<file path="src/rtl/ts_fifo_sc.sv">
// ts_fifo_sc: single-clock show-ahead timestamp FIFO with overflow reporting.
// Define TS_FIFO_DROP_CNT_EN to build the saturating dropped-write counter.
module ts_fifo_sc #(
   parameter int DATA_W     = 80,
   parameter int DEPTH_LOG2 = 4,
   parameter int AFULL_LVL  = 12
) (
   input  logic                clk,
   input  logic                aclr_n,
   input  logic                flush,
   input  logic [DATA_W-1:0]   in_data,
   input  logic                in_valid,
   output logic                in_ready,
   output logic [DATA_W-1:0]   out_data,
   output logic                out_valid,
   input  logic                out_ready,
   output logic [DEPTH_LOG2:0] usedw,
   output logic                full,
   output logic                afull,
   output logic                ovf,
   output logic [15:0]         drop_cnt
);

   localparam int CW = DEPTH_LOG2 + 1;
   localparam int DEPTH = 2 ** DEPTH_LOG2;
   localparam logic [CW-1:0] DEPTH_C = CW'(DEPTH);
   localparam logic [CW-1:0] AFULL_C = CW'(AFULL_LVL);
   localparam logic [CW-1:0] CNT_ONE = CW'(1);
   localparam logic [DEPTH_LOG2-1:0] PTR_ONE = DEPTH_LOG2'(1);

   logic [DATA_W-1:0]     mem_q [DEPTH];
   logic [DEPTH_LOG2-1:0] wr_ptr_q, wr_ptr_d;
   logic [DEPTH_LOG2-1:0] rd_ptr_q, rd_ptr_d;
   logic [CW-1:0]         usedw_q, usedw_d;
   logic                  push, pop, drop;

   // Status flags come only from the registered fill count.
   assign full      = (usedw_q == DEPTH_C);
   assign in_ready  = ~full;
   assign afull     = (usedw_q >= AFULL_C);
   assign out_valid = (usedw_q != '0);
   assign usedw     = usedw_q;
   assign out_data  = mem_q[rd_ptr_q];
   assign ovf       = drop;

   // Handshake qualification and next-state pointer/count; flush wins.
   always_comb begin
      push     = in_valid & ~full & ~flush;
      pop      = out_valid & out_ready & ~flush;
      drop     = in_valid & full & ~flush;
      wr_ptr_d = wr_ptr_q;
      rd_ptr_d = rd_ptr_q;
      usedw_d  = usedw_q;
      if (flush) begin
         wr_ptr_d = '0;
         rd_ptr_d = '0;
         usedw_d  = '0;
      end else begin
         if (push) wr_ptr_d = wr_ptr_q + PTR_ONE;
         if (pop)  rd_ptr_d = rd_ptr_q + PTR_ONE;
         unique case ({push, pop})
            2'b10:   usedw_d = usedw_q + CNT_ONE;
            2'b01:   usedw_d = usedw_q - CNT_ONE;
            default: usedw_d = usedw_q;
         endcase
      end
   end

   // Pointer and fill-count registers.
   always_ff @(posedge clk or negedge aclr_n) begin
      if (!aclr_n) begin
         wr_ptr_q <= '0;
         rd_ptr_q <= '0;
         usedw_q  <= '0;
      end else begin
         wr_ptr_q <= wr_ptr_d;
         rd_ptr_q <= rd_ptr_d;
         usedw_q  <= usedw_d;
      end
   end

   // Storage array; contents survive reset and flush.
   always_ff @(posedge clk) begin
      if (push) mem_q[wr_ptr_q] <= in_data;
   end

`ifdef TS_FIFO_DROP_CNT_EN
   logic [15:0] drop_cnt_q, drop_cnt_d;

   // Saturating count of writes discarded while full.
   always_comb begin
      drop_cnt_d = drop_cnt_q;
      if (drop && (drop_cnt_q != 16'hFFFF)) drop_cnt_d = drop_cnt_q + 16'd1;
   end

   // Dropped-write counter register; only reset clears it.
   always_ff @(posedge clk or negedge aclr_n) begin
      if (!aclr_n) drop_cnt_q <= '0;
      else         drop_cnt_q <= drop_cnt_d;
   end

   assign drop_cnt = drop_cnt_q;
`else
   assign drop_cnt = '0;
`endif

endmodule

</file>
<file path="config.mk">
export PLATFORM = sky130hd
export DESIGN_NAME = ts_fifo_sc
export DESIGN_NICKNAME = d
export VERILOG_FILES = /design/src/rtl/ts_fifo_sc.sv
export SDC_FILE = /design/constraint.sdc
export NUM_CORES = 1
export LEC_CHECK = 0
export CAP_MARGIN = 5
export CORE_UTILIZATION = 43
export DETAILED_ROUTE_END_ITERATION = 6
export PLACE_DENSITY = 0.63
export SYNTH_ARGS = -nofsm -noshare
export SYNTH_HDL_FRONTEND = slang
export SYNTH_SLANG_ARGS = --single-unit
</file>
<file path="constraint.sdc">
create_clock -name clk -period 8 [get_ports clk]
set_clock_uncertainty 0.05 [all_clocks]
set_input_delay 1.2 -clock clk [delete_from_list [all_inputs] [get_ports clk]]
set_output_delay 1.2 -clock clk [all_outputs]
set_load 0.02 [all_outputs]
</file>
After elaboration in Yosys (flattened, before gate mapping)
Memory sizes are Yosys's and may differ from the RTL's.
Index checks and enable logic that the tools add are counted.

word-level totals
  register bits = 13
  bits in writable memories = 1280
  output and inout port bits = 106
  memories = 1

cells by class
  $add $sub $neg = 4
  $lt $le $gt $ge = 1
  eq/ne operators = 3
  multiplexer cells = 8
  bitwise gates (word level) = 8
  reduce and logical (&&, ||, !) cells = 4

memories
  name   depth  bits a word  read ports  clocked after Yosys merged registers in  wr ports  line  text
  mem_q  16     80           1           0                                        1         31    logic [DATA_W-1:0] mem_q [DEPTH];

operators with widths
  cell                                                 count
  2-to-1 mux 4 bit                                     4
  one-hot mux 5 bit (2 select lines)                   1
  adder 4 x 1 -> 4 bit, second input constant          2
  AND 1 bit                                            6
  adder 5 x 1 -> 5 bit, second input constant          1
  == test 5 bit, second input constant                 1
  >= comparator 5 x 4 -> 1 bit, second input constant  1
  2-to-1 mux 5 bit                                     1
  nonzero test 5 bit                                   1
  subtractor 5 x 1 -> 5 bit, second input constant     1
  nonzero test 2 bit                                   2
  nonzero test 3 bit                                   1
  == test 2 x 1 -> 1 bit, second input constant        1
  == test 2 bit, second input constant                 1
  2-to-1 mux 1 bit                                     2
  NOT 1 bit                                            2

Logic depth before layout (Yosys ltp)
Gate-level depths: netlist (run 1).

  depth after elaboration = 7
  depth in mapped cells = 11

Worst setup path after synthesis (run 1)
No wires, ideal clock.

  path type = input to register
  start point = input port in_valid
  end point = memory mem_q[3][0], enable pin
  library setup time = 0.617 ns
  data arrival time = 7.300 ns
  data required time = 7.333 ns
  setup slack = 0.033 ns
  stages = 4
  path buffers = 0
  cells stage by stage = a21boi_1 and2b_1 nand2_1 nor3_1

between the ends
  cells in the longest elaborated chain, start to end = 4

ends and longest elaborated chain
  item                                    line  text
  start: declaration                      12    input logic in_valid,
  AND 1 bit (2 in series)                 48    push = in_valid & ~full & ~flush;
  2-to-1 mux 1 bit                        84    if (push) mem_q[wr_ptr_q] <= in_data;
  2-to-1 mux 1 bit (implied by the code)  84
  end: declaration                        31

No other way between the ends.

Final worst setup path (run 1)
  start point = register rd_ptr_q[0]
  end point = output port out_data[9]

between the ends
  cells in the longest elaborated chain, start to end = 1

ends and longest elaborated chain
  item                       line  text
  start: declaration         33    logic [DEPTH_LOG2-1:0] rd_ptr_q, rd_ptr_d;
  start signal: assignment   77    rd_ptr_q <= rd_ptr_d;
  memory read (16 x 80 bit)  n/a
  end: declaration           14    output logic [DATA_W-1:0] out_data,

No other way between the ends.

==> parameters.txt, run 1 <==
Parameter                              Value

Run status
  Outcome ... finished clean

Floorplanning
  Height of the die ... 343 um
  Full die area ... between 0.1 and 0.15 sq mm
  Number of placement rows ... 124
  Std-Cell Core Area ... roughly 0.11 sq mm
  Number of primary I/O pins ... 191
  Die Span X ... between 300 and 400 um
  Effective utilization at floorplan ... 0.435

Critical path
  Worst Setup Start Kind ... flop
  Worst flop-to-flop path endpoint ... mem_q[6][46]
  Largest driver fanout on the critical path ... 57
  Critical path data arrival time ... between 4 and 5 ns
  Critical path type ... reg -> out
  WP data required ... 6.75 ns
  Flop2flop setup slack ... between 4 and 5 ns
  Type of destination of the critical path ... primary output
  Launch instance of the worst register-to-register path ... usedw[0]
  Register-to-Register Path Depth ... 6

Placement
  Final HPWL from detailed placement ... 58,100 um
  Buffers added on ports ... 174
  Routability Congestion ... 0.749
  # placed instances ... between 4k and 5k

Clocking
  Setup Fix Bufs, Post-CTS ... 0
  Worst-path clk slew ... 0.06 ns
  # resized after CTS ... 0
  TritonCTS buffer count ... 133
  Clock sink count ... between 1k and 1.5k
  TritonCTS clock tree ... done
  Number of buffers on the longest clock path ... 3
  Number of hold buffers added after cts ... 0
  Clock latency at the later pin of the worst-skew pair ... 0.73 ns
  Clock H-tree levels ... 4
  Root buf cell ... sky130_fd_sc_hd__clkbuf_16

Logic synthesis
  Cell types with the largest area share after synthesis ... sky130_fd_sc_hd__edfxtp_1 77%, sky130_fd_sc_hd__mux4_2 7.2%, sky130_fd_sc_hd__mux2i_1 4.8%
  Mean cell area of the mapped netlist ... between 15 and 20 sq um
  Library cell with the highest instance count after synthesis ... sky130_fd_sc_hd__edfxtp_1
  Post-Syn Instances ... around 2.5k
  Sequential area share after synthesis ... 0.775
  Yosys top cell by area ... sky130_fd_sc_hd__edfxtp_1
  Primary FF master, synth ... sky130_fd_sc_hd__edfxtp_1
  Number of synthesized flops with an enable pin ... 1,280
  Synthesized area ... 0.0500 sq mm
  FFs w/ async S/R, synth ... 0.0101
  Count of state elements after synthesis ... 1,293
  Ranking of synthesized cells by instance count ... 1,280 x sky130_fd_sc_hd__edfxtp_1, 241 x sky130_fd_sc_hd__mux2i_1, 160 x sky130_fd_sc_hd__mux4_2
  Syn. warnings ... 0
  Distinct cell type count of the synthesized netlist ... 44
  Top cell type's share of synthesized area ... 0.769

Drt
  Count of nets left with antenna violations after detail routing ... 0
  DRC ... 0
  Uppermost signal routing layer after detailed routing ... met5
  Met2 Routed Length ... 59,400 um
  Drt initial violations ... 2,276
  Detailed-route vias per instance ... 5.72
  Routed via count ... ~25k
  WL per Instance ... ~27 um
  Detailed-routing wirelength on met1 ... ~50,000 um
  Met3 wire length ... 6220 um
  Final Routed Wirelength ... about 120,000 um
  First-pass iteration count of the detailed router ... 5

Finish
  Area taken by flip-flops and latches ... a little under 0.04 sq mm
  Fillers ... 9,086
  Final cell count without fillers ... 4,345
  Fraction of final layout cells sized beyond drive strength 1 ... 0.175
  Final #Nets ... approximately 2.8k
  Layout area overhead ... 15.4%
  Area of the multi-input gates ... 0.0105 sq mm

Timing
  Final-layout setup total negative slack ... 0 ns
  Clock period minus worst slack ... 5.54 ns
  Unrepaired setup endpoints after global routing ... false
  Ratio of final minimum period to clock period ... 0.693
  Hold violation total from the final report ... 0
  Final setup vio count ... 0
  Final Slew Violations ... 0
  Peak Freq ... 180 MHz
  Relative max-transition margin ... 0.246
  Slew @ Worst Pin ... 1.13 ns

GRT
  Overflow left after global routing ... 0
  Initial antenna violation count ... 9
  Number of global-route vias before repair ... between 20k and 30k
  Largest net degree at the start of global routing ... 162
  First-pass GRT wire length ... 173,000 um
  GRT Overall Usage ... 0.202

Hold path
  Cell depth of the worst min-delay path ... 2
  Origin of the worst min-delay path ... wr_ptr_q[0]
  Sink of the worst hold path ... wr_ptr_q[0]
  Hold crit path type ... reg -> reg

Power and ir drop
  Maximum resistive drop on vdd ... 0.236 mV
  Static leakage ... 17.9 nW
  PwrDens ... 292 mW/mm^2

Flow run
  Number of maximum-capacitance constraint violations ... 0
## metrics by stage
stage / hold WS, ns / setup slack [ns] / total power, mW / cell area [sq um] / util
2_1_floorplan: 0.530 / 0.0335 / 10.1 / 50000 / -
3_3_place_gp: 0.564 / 3.12 / 11.0 / 53500 / 0.466
6_report: 0.609 / 2.46 / 16.9 / 57700 / 0.503
3_5_place_dp: 0.578 / 2.98 / 11.1 / 53500 / 0.466
5_1_grt: 0.624 / 2.17 / 17.5 / 57700 / 0.503
4_1_cts: 0.593 / 2.38 / 17.1 / 57700 / 0.503
## report_power, final
group | switching, mW | internal [mW] | total (mW)
clock | 2.51 | 3.49 | 5.99
combinational | 1.66 | 1.57 | 3.23
sequential | 0.108 | 7.54 | 7.65
## area by class of cell
cell class	instances	area share
repair buffers	220	0.0392
diodes	3	0.000130
inverters	6	0.000390
clock buffers	171	0.0620
well taps	1512	0.0328
multi-input cells	1073	0.183
flip-flops and latches	1293	0.672
clock inverters	67	0.0109
## state kept, by name, indices dropped and copies added (netlist names)
signal	cells
rd_ptr_q	4
wr_ptr_q	4
mem_q	1280
usedw	5
## layout by cell type (no fill, tap or decap), types with 3 or more instances in the layout
cell type	n
sky130_fd_sc_hd__clkdlybuf4s50_1	174
sky130_fd_sc_hd__o21ai_0	157
sky130_fd_sc_hd__edfxtp_1	1280
sky130_fd_sc_hd__mux2_2	81
sky130_fd_sc_hd__a22oi_1	80
sky130_fd_sc_hd__nor2_4	12
sky130_fd_sc_hd__clkinvlp_4	3
sky130_fd_sc_hd__buf_12	14
sky130_fd_sc_hd__o21ai_1	3
sky130_fd_sc_hd__dfrtp_4	4
sky130_fd_sc_hd__clkbuf_1	32
sky130_fd_sc_hd__a221oi_1	80
sky130_fd_sc_hd__a21o_1	3
sky130_fd_sc_hd__nor3_2	4
sky130_fd_sc_hd__nand2_1	93
sky130_fd_sc_hd__mux4_2	160
sky130_fd_sc_hd__inv_1	6
sky130_fd_sc_hd__buf_4	32
sky130_fd_sc_hd__clkinv_2	15
sky130_fd_sc_hd__nand2b_1	4
sky130_fd_sc_hd__a21oi_1	85
sky130_fd_sc_hd__clkbuf_16	137
sky130_fd_sc_hd__diode_2	3
sky130_fd_sc_hd__bufinv_16	10
sky130_fd_sc_hd__clkinv_1	25
sky130_fd_sc_hd__inv_6	12
sky130_fd_sc_hd__dfrtp_1	9
sky130_fd_sc_hd__mux2i_1	241
sky130_fd_sc_hd__conb_1	16
sky130_fd_sc_hd__nor2_1	14
sky130_fd_sc_hd__ha_1	8
sky130_fd_sc_hd__mux2_1	4
sky130_fd_sc_hd__xor2_1	6
## cell families (layout without fill, tap and decap cells)
logic type | after synthesis | count (layout) | synth area share
simple gates | 140 | 140 | 0.0117
compound gates | 414 | 414 | 0.0519
xor+xnor | 8 | 8 | 0.00140
other cells | 1 | 19 | 0.0000750
fa+ha+maj | 9 | 9 | 0.00240
mux | 486 | 486 | 0.139
flops | 1293 | 1293 | 0.775
buf+inv | 161 | 464 | 0.0176
## routing by layer
layer  up-vias  global-route usage
met1     13200               0.277
li1      10800                   -
met5         -                   0
met4         6              0.0563
met2       768               0.337
met3       162              0.0318
## critical path, cell delays in order (launching register included)
cell,delay [ns]
sky130_fd_sc_hd__dfrtp_4,0.99
sky130_fd_sc_hd__buf_4,0.90
sky130_fd_sc_hd__mux2_2,0.42
sky130_fd_sc_hd__o21ai_0,0.18
sky130_fd_sc_hd__a21oi_1,0.08
sky130_fd_sc_hd__a22oi_1,0.23
sky130_fd_sc_hd__nand2_1,0.15
sky130_fd_sc_hd__clkdlybuf4s50_1,0.56
## worst max path at each step
stage | from | end | slack [ns] | depth (start not counted)
floorplan | in_valid | mem_q[3][0] | 0.03 | 4
global placement | in_valid | mem_q[7][29] | 3.12 | 6
detailed placement | in_valid | mem_q[6][33] | 2.98 | 6
CTS | rd_ptr_q[0] | out_data[5] | 2.38 | 7
global route | rd_ptr_q[0] | out_data[9] | 2.17 | 7
finish | rd_ptr_q[0] | out_data[9] | 2.46 | 7
No activity file was read; power rests on OpenSTA's default activity.
==> inputs of run 2 (changes only) <==
Settings changed: PLACE_DENSITY 0.63 to 0.65.
Clock period 8 ns to 5 ns, I/O delays scaled along.
==> run 2 against run 1 <==
Net effect: largest cell class unchanged; core utilization rose by 0.66 points; worst setup slack lost 2.1 ns; sequential power up 59%; die area unchanged; flip-flop and latch count is the same.
==> parameters.txt, run 2 (synthesis gave the netlist of run 1 again) <==
Parameter                              Value

Timing
  Peak Freq ... 216 MHz
  Ratio of final minimum period to clock period ... 0.926
  Slew @ Worst Pin ... between 1 and 1.5 ns
  Hold WS ... 0.399 ns
  Relative max-transition margin ... 0.301
  Clock period minus worst slack ... around 4.6 ns
  Hold violation total from the final report ... 0
  Unrepaired setup endpoints after global routing ... false
  Final setup vio count ... 0
  Final Slew Violations ... 0

Hold path
  Hold crit path type ... in -> async

Finish
  Largest register by flop count ... mem_q
  Share of the core filled with cells in the final layout ... 0.509
  Max FFs per register ... 1,280
  Leading cell type in the layout, fill and taps excluded ... sky130_fd_sc_hd__edfxtp_1
  Area taken by flip-flops and latches ... 0.0388 sq mm
  Layout area overhead ... 16.9%
  Most frequent cells in the layout ... 1,280 x sky130_fd_sc_hd__edfxtp_1, 241 x sky130_fd_sc_hd__mux2i_1, 174 x sky130_fd_sc_hd__clkdlybuf4s50_1, 160 x sky130_fd_sc_hd__mux4_2, 157 x sky130_fd_sc_hd__o21ai_0
  Final #Nets ... 2,854
  Fraction of final layout cells sized beyond drive strength 1 ... 0.185
  Fillers ... 8,986
  Area of the multi-input gates ... 0.0106 sq mm

Floorplanning
  Full die area ... 0.118 sq mm
  Effective utilization at floorplan ... 0.435
  Number of primary I/O pins ... 191
  Die Span X ... 343 um
  Height of the die ... 343 um
  Std-Cell Core Area ... 0.115 sq mm
  Number of placement rows ... between 100 and 150

Drt
  First-pass iteration count of the detailed router ... 5
  Routed via count ... 24.9k
  WL per Instance ... 26.0 um
  DRC ... 0
  Drt initial violations ... 2,239
  Final Routed Wirelength ... 114,000 um
  Count of nets left with antenna violations after detail routing ... 0
  Detailed-route vias per instance ... roughly 5.7

Critical path
  Type of destination of the critical path ... primary output
  Worst Setup Start Kind ... flop
  Critical path data arrival time ... 3.83 ns
  WP data required ... 4.20 ns
  Critical path type ... reg -> out
  Max incr delay on CP ... 0.95 ns
  Crit-path cells ... and2_4, buf_4, a221oi_1, o21ai_0, nand2_1, clkdlybuf4s50_1
  Largest driver fanout on the critical path ... 54
  CP bufs+invs ... 2
  Cell at the slowest stage of the critical path ... sky130_fd_sc_hd__and2_4
  Stages on worst setup path ... 6
  Register-to-Register Path Depth ... 6
  Cell class contributing the biggest share of worst-path delay ... simple AND/OR/NAND/NOR gates

Clocking
  Worst-path clk slew ... about 0.060 ns
  TritonCTS buffer count ... 135
  Setup Fix Bufs, Post-CTS ... 0
  Clock latency at the later pin of the worst-skew pair ... about 0.75 ns
  Root buf cell ... sky130_fd_sc_hd__clkbuf_16
  TritonCTS clock tree ... done
  # resized after CTS ... 0
  Number of hold buffers added after cts ... 0
  Clock sink count ... 1,293
  Clock H-tree levels ... 4
  Number of buffers on the longest clock path ... 3

GRT
  Largest net degree at the start of global routing ... 117
  First-pass GRT wire length ... 171,000 um
  Overflow left after global routing ... 0
  GRT Overall Usage ... 0.196
  Number of global-route vias before repair ... 26.2k
  Initial antenna violation count ... 6

Placement
  Buffers added on ports ... 174
  Final HPWL from detailed placement ... 61,800 um
  Routability Congestion ... 0.754

Run status
  Outcome ... finished clean

Power and ir drop
  Maximum resistive drop on vdd ... 0.351 mV
  Overall power consumption ... 27.5 mW
  Static leakage ... 18.2 nW
  PwrDens ... 471 mW/mm^2

Flow run
  Number of maximum-capacitance constraint violations ... 0
[run 2: layer usage]
metal / part of all wire / GRT usage / vias to the layer above
li1: - / - / 10800
met1: 0.41 / 0.261 / 13100
met2: 0.51 / 0.333 / 825
met3: 0.055 / 0.0332 / 175
met4: 0.022 / 0.0551 / 10
met5: 0.00063 / 0 / -
[run 2: stage by stage]
stage / instances / cell area (sq um) / TNS [ns] / worst slack, ns
6_report: 4383 / 58500 / 0 / 0.372
5_1_grt: 4382 / 58500 / 0 / 0.174
4_1_cts: 4382 / 58500 / 0 / 0.273
3_5_place_dp: 4135 / 54100 / 0 / 0.934
3_3_place_gp: 4135 / 54100 / 0 / 1.06
2_1_floorplan: 2527 / 50100 / -364.32 / -0.369
[run 2: final timing paths]
path	from	endpoint	slack, ns
max in group asynchronous	aclr_n	rd_ptr_q[2]	3.92
min in group clk	wr_ptr_q[0]	wr_ptr_q[0]	0.60
worst min-delay path	aclr_n	wr_ptr_q[3]	0.40
worst min register to register	wr_ptr_q[0]	wr_ptr_q[0]	0.60
worst max-delay path	rd_ptr_q[2]	out_data[66]	0.37
worst max register to register	usedw[0]	mem_q[0][54]	1.74
[run 2: power breakdown]
group	switching [mW]	internal, mW
clock network	4.12	5.77
registers	0.155	12.1
logic	2.76	2.65
[run 2: cell type report]
| cell class | count | share of cell area |
|---|---|---|
| flip-flops and latches | 1293 | 0.663 |
| multi-input cells | 1073 | 0.181 |
| clock buffers | 171 | 0.0608 |
| repair buffers | 251 | 0.0480 |
| well taps | 1512 | 0.0324 |
| clock inverters | 76 | 0.0145 |
| inverters | 6 | 0.000385 |
| diodes | 1 | 0.0000428 |
